==> src/rtl/univ_shift_reg.sv <==
// Universal shift register: hold/load/shift/rotate/clear, plus a one-shot
// LSB-first serializer with busy/done status.
module univ_shift_reg #(
  parameter int WIDTH = 4
) (
  input  logic             clk,
  input  logic             rst,
  input  logic             en,
  input  logic [2:0]       mode,
  input  logic [WIDTH-1:0] pin,
  input  logic             sin_l,
  input  logic             sin_r,
  output logic [WIDTH-1:0] pout,
  output logic             sout_l,
  output logic             sout_r,
  output logic             busy,
  output logic             done
);

  localparam int CW = $clog2(WIDTH);

  localparam logic [0:0] IDLE  = 1'b0;
  localparam logic [0:0] SHIFT = 1'b1;

  localparam logic [2:0] M_HOLD  = 3'b000;
  localparam logic [2:0] M_LOAD  = 3'b001;
  localparam logic [2:0] M_SHL   = 3'b010;
  localparam logic [2:0] M_SHR   = 3'b011;
  localparam logic [2:0] M_ROL   = 3'b100;
  localparam logic [2:0] M_ROR   = 3'b101;
  localparam logic [2:0] M_SER   = 3'b110;
  localparam logic [2:0] M_CLR   = 3'b111;

  logic [0:0]       state_q, state_d;
  logic [WIDTH-1:0] pout_q, pout_d;
  logic [CW-1:0]    count_q, count_d;
  logic             busy_q, busy_d;
  logic             done_q, done_d;

  always_comb begin
    state_d = state_q;
    pout_d  = pout_q;
    count_d = count_q;
    busy_d  = busy_q;
    done_d  = 1'b0;

    case (state_q)
      IDLE: begin
        if (en) begin
          case (mode)
            M_HOLD: pout_d = pout_q;
            M_LOAD: pout_d = pin;
            M_SHL:  pout_d = {pout_q[WIDTH-2:0], sin_r};
            M_SHR:  pout_d = {sin_l, pout_q[WIDTH-1:1]};
            M_ROL:  pout_d = {pout_q[WIDTH-2:0], pout_q[WIDTH-1]};
            M_ROR:  pout_d = {pout_q[0], pout_q[WIDTH-1:1]};
            M_SER: begin
              pout_d  = pin;
              count_d = '0;
              busy_d  = 1'b1;
              state_d = SHIFT;
            end
            M_CLR:  pout_d = '0;
            default: pout_d = pout_q;
          endcase
        end
      end
      default: begin
        // SHIFT: mode and pin are ignored; en=0 stalls the serializer.
        if (en) begin
          pout_d = {sin_l, pout_q[WIDTH-1:1]};
          if (count_q == CW'(WIDTH - 1)) begin
            busy_d  = 1'b0;
            done_d  = 1'b1;
            state_d = IDLE;
          end else begin
            count_d = count_q + CW'(1);
          end
        end
      end
    endcase
  end

  always_ff @(posedge clk or negedge rst) begin
    if (!rst) begin
      state_q <= IDLE;
      pout_q  <= '0;
      count_q <= '0;
      busy_q  <= 1'b0;
      done_q  <= 1'b0;
    end else begin
      state_q <= state_d;
      pout_q  <= pout_d;
      count_q <= count_d;
      busy_q  <= busy_d;
      done_q  <= done_d;
    end
  end

  assign pout   = pout_q;
  assign sout_l = pout_q[WIDTH-1];
  assign sout_r = pout_q[0];
  assign busy   = busy_q;
  assign done   = done_q;

endmodule
==> config.mk <==
export PLATFORM = sky130hd
export DESIGN_NAME = univ_shift_reg
export DESIGN_NICKNAME = d
export VERILOG_FILES = /design/src/rtl/univ_shift_reg.sv
export SDC_FILE = /design/constraint.sdc
export NUM_CORES = 1
export LEC_CHECK = 0
export CAP_MARGIN = 20
export CORE_ASPECT_RATIO = 1.1
export CORE_MARGIN = 3
export CORE_UTILIZATION = 45
export DETAILED_ROUTE_END_ITERATION = 10
export PLACE_DENSITY = 0.87
export SLEW_MARGIN = 20
export SYNTH_ARGS = -nofsm -noshare
export SYNTH_HDL_FRONTEND = slang
export SYNTH_SLANG_ARGS = --single-unit
==> constraint.sdc <==
create_clock -name clk -period 4 [get_ports clk]
set_input_delay 0.4 -clock clk [delete_from_list [all_inputs] [get_ports clk]]
set_output_delay 0.4 -clock clk [all_outputs]
set_load 0.02 [all_outputs]
### After elaboration in Yosys (flattened, before gate mapping)

Cells that the tools add are included.

| word-level totals | value |
|---|---|
| output and inout bits | 8 |
| word-level logic and storage cells | 45 |
| register bits after elaboration | 9 |

| cells by class | value |
|---|---|
| $add $sub $neg | 1 |
| reductions and logical operators | 6 |
| equal/unequal tests | 11 |
| multiplexer cells | 22 |

Operator list:

| cell | count |
|---|---|
| $pmux W4 S6 | 1 |
| $mux W1 | 13 |
| $eq A3 B3 Y1 const B | 4 |
| $mux W4 | 3 |
| $mux W2 | 5 |
| $eq A3 B2 Y1 const B | 2 |
| $reduce_and A3 Y1 | 2 |
| $ne A2 B2 Y1 const B | 2 |
| $eq A3 B1 Y1 const B | 1 |
| $logic_not A3 Y1 | 1 |
| $add A2 B1 Y2 const B | 1 |
| $eq A2 B2 Y1 const B | 1 |
| $ne A2 B1 Y1 const B | 1 |
| $reduce_and A2 Y1 | 1 |
| $reduce_bool A2 Y1 | 1 |
| $reduce_or A2 Y1 | 1 |

### Longest topological paths before layout

| depth | value |
|---|---|
| word-level depth | 5 |
| gate-level depth with buffers | 5 |
| mapped depth without buffers | 4 |

### Least setup slack after synthesis

OpenSTA, ideal clock, no wires.

| timing | value |
|---|---|
| path kind | register to register |
| start point | register pout_q[1] (netlist: pout[1]) |
| end point | register pout_q[0] (netlist: pout[0]) |
| stages on the path, launching flop included | 5 |
| required time | 3.862 ns |
| setup time | 0.138 ns |
| setup slack | 2.624 ns |
| path buffers | 0 |
| arrival time | 1.239 ns |
| path through | dfrtp_1 -> mux2_2 -> and3_1 -> o32ai_1 -> o21ai_1 |

| between the ends | value |
|---|---|
| word-level cells in the longest chain between the ends | 3 |

RTL lines:

| what | line | text |
|---|---|---|
| from (decl) | 35 | `logic [WIDTH-1:0] pout_q, pout_d;` |
| from (signal assigned) | 93 | `pout_q <= pout_d;` |
| $pmux W4 S6 | 50 | `case (mode)` |
| $mux W4 | 49 | `if (en) begin` |
| $mux W4 * | 47 | `case (state_q)` |

Every way passes the cells marked *; elsewhere a longest branch is shown, timed or not. The select of a mux whose other input is x is not followed.
A chain may end at the register's enable or synchronous reset.

### Worst setup path in the final report

| timing | value |
|---|---|
| start point | input port mode[1] |
| end point | register pout_q[0] (netlist: pout[0]) |

| between the ends | value |
|---|---|
| word-level cells in the longest chain between the ends | 5 |

RTL lines:

| what | line | text |
|---|---|---|
| from (decl) | 9 | `input logic [2:0] mode,` |
| $eq A3 B3 Y1 or $eq A3 B1 Y1 (tied branches) | 50 |  |
| $reduce_or A2 Y1 (no source line) | -- |  |
| $pmux W4 S6 | 50 |  |
| $mux W4 | 49 |  |
| $mux W4 | 47 |  |

Parallel ways exist; a longest one is shown, timed or not. The select of a mux whose other input is x is not followed.

==> out/summary.txt <==
Outcome: finished clean
Cell Pwr Density: 606 nW/um2
Final setup violation count: 0
Number of routed nets with antenna violations: 0
Share of post-route cells with drive strength above 1: 10.2%
# fillers: 127
RSZ-0062 raised after global routing: false
Final Cycle Share: 49.7%
Worst skew pair latency: 0.26 ns
Inserted Clock Buffers: 3
Crit path arrival time: 2.11 ns
Cell taking the most area after synthesis: dfrtp_1
Drt via density: 5.88
Final setup TNS: 0 ns
GP Congestion: 0.800
Syn_nets: 84
Antenna Cells: 0
EDFF count, synth: 0
Crit-path max FO: 13
Post-synth cell types: 33
P_sw: 0.000209 W
H-tree lvl count: 1
Share of the synthesized area in the top cell type: 33.4%
DR pass1 iterations: 4
Crit path launch type: input port
Total of max-cap violations: 0
Crit end category: flip-flop
Syn avg cell area: 9.50 um2
Post-CTS setup buffer count: 0
Hold-fix buffers, CTS: 0
Vias in the first global route: 586
Leakage: 0.372 nW
Hpwl dp: 1110 um
Synthesized area: 674 um2
Crit path buf inv count: 1
Aggregate global routing overflow: 0
Die width: 42.9 um
Routed wire per std cell: 14.3 um
Most frequent cell after synthesis: dfrtp_1
Clk slew on worst S/H paths: 0.06 ns
PortBufs: 19
Fin crit period: 1.99 ns
#FFs+latches synth: 9
CP peak stage delay: 0.82 ns
Cell family with most CP delay: buffers and inverters
Peak supply drop: 311 uV
Primary FF master, synth: dfrtp_1
Slowest stage cell, crit path: clkdlybuf4s50_1
Post-synthesis sequential area ratio: 33.4%
Max Clock Skew: 0.00462 ns
Critical path class: in2reg
Starting density of the core: 48.7%
Hold Crit Class: in2async
Standard-cell row count: 14
Syn. warnings: 0
Switching Fraction: 39.8%
Clock share of power: 13.3%
Largest net degree at the start of global routing: 17
DRC viols: 0
Largest cells by area after synthesis: dfrtp_1 (33%), nor2b_1 (5.6%), buf_4 (4.5%)
Ys async rst share: 100%
Die Height: 46.6 um
Pins Over Slew Limit: 0
Reg area: 225 um2
Fmax: 0.503 GHz
TritonCTS clock tree: done
Initial antenna violation count: 0
CP Data Required Time: 4.12 ns
Tot GR Track Use: 17.1%
Post-Synthesis Cells: 71
Multi-input gate area: 397 um2
Final Hold Vio Count: 0
Fin nets: 102
Sink Count: 9
Clock Root Buffer: clkbuf_4
Crit-path cells: clkdlybuf4s50_1 > mux2_2 > and3_1 > o32ai_1 > o21ai_1
Via Count: 612
Tightest Pin Transition: 0.565 ns
Core Footprint: 1380 um2
Comb power frac: 51.5%
First-pass GRT wire length: 2530 um
CTS Buffer Depth: 2
Most instantiated cells after synthesis: dfrtp_1 (9), nor2_1 (6), nor2b_1 (6), nand2_1 (5), buf_4 (4)
Sequential Power Share: 35.2%
DIE AREA: 2000 um2
CTS resizes: 0
I/O pins: 20
Area growth syn-to-layout: 28.4%
Pint: 0.000316 W
Slew margin rel.: 62.2%
DRT iter0 DRCs: 11
DRT Wirelength: 1490 um
Hold WS: 0.436 ns
[logic make-up after synthesis]
kind of cell | synth area share [%]
AOI/OAI and AO/OA | 31.5
xor gates and xnor gates | 1.30
adders and majority gates | 1.85
and+or+nand+nor | 19.3
DFF | 33.4
buffers and inverters | 7.79
muxes | 4.82
[sequential cells by signal, indices dropped and copies added (netlist names)]
register	flops
busy	1
count_q	2
done	1
pout	4
state_q	1
[power by group through the flow]
stage               combinational [W]   clock, W  sequential, W
CTS                          0.000273  0.0000738       0.000185
global placement             0.000264          0       0.000184
global route                 0.000292  0.0000792       0.000191
finish                       0.000270  0.0000697       0.000185
detailed placement           0.000271          0       0.000186
floorplan                    0.000166          0       0.000194
[per-stage QoR]
stage                     power, W  cell area, um2  cells  util [%]  setup WS, ns
final                     0.000525             866    104      62.6          2.01
after global routing      0.000563             866    104      62.6          1.92
after CTS                 0.000531             866    104      62.6          2.02
after detailed placement  0.000458             840    100      60.7          1.74
after global placement    0.000448             840    100      60.7          1.79
after floorplan           0.000361             674     71         -          2.62
[path summary, 6_finish.rpt]
path / endpoint / startpoint / slack (ns) / cells past startpoint
max: pout[0] / mode[1] / 2.01 / 5
min: count_q[0] / rst / 0.44 / 1
max reg2reg: pout[2] / state_q / 2.62 / 3
min reg2reg: busy / busy / 0.52 / 2
max in group asynchronous: done / rst / 3.27 / 1
min in group clk: busy / busy / 0.52 / 2
[per-layer routing]
metal | part of all wire, % | vias up | routed length [um] | global-route usage (%)
li1 | - | 300 | - | -
met1 | 43 | 290 | 632 | 19.6
met2 | 49 | 20 | 730 | 29.6
met3 | 7.5 | 2 | 111 | 2.73
met4 | 0.74 | 0 | 11 | 11.2
met5 | 0 | - | 0 | 0
[area by class of cell]
| cell class | count | area share [%] |
|---|---|---|
| Tap cell | 16 | 2.31 |
| Sequential cell | 9 | 26.0 |
| Clock buffer | 4 | 3.03 |
| Inverter | 2 | 0.867 |
| Multi-Input combinational cell | 54 | 45.8 |
| Timing Repair Buffer | 19 | 22.0 |
[cells in the final DEF, fill, tap and decap left out, types with 2 or more instances in the layout]
cell,n
a21oi_1,2
nor2b_1,6
dfrtp_1,9
clkbuf_4,3
a22o_1,3
o22ai_1,2
a32o_1,2
clkdlybuf4s50_1,19
o21ai_0,2
mux2_2,2
a21o_1,3
nor2_1,6
inv_1,2
nor3b_1,2
a31oi_1,3
nand2_1,5
Note: power is estimated with default switching activity, not from simulation.
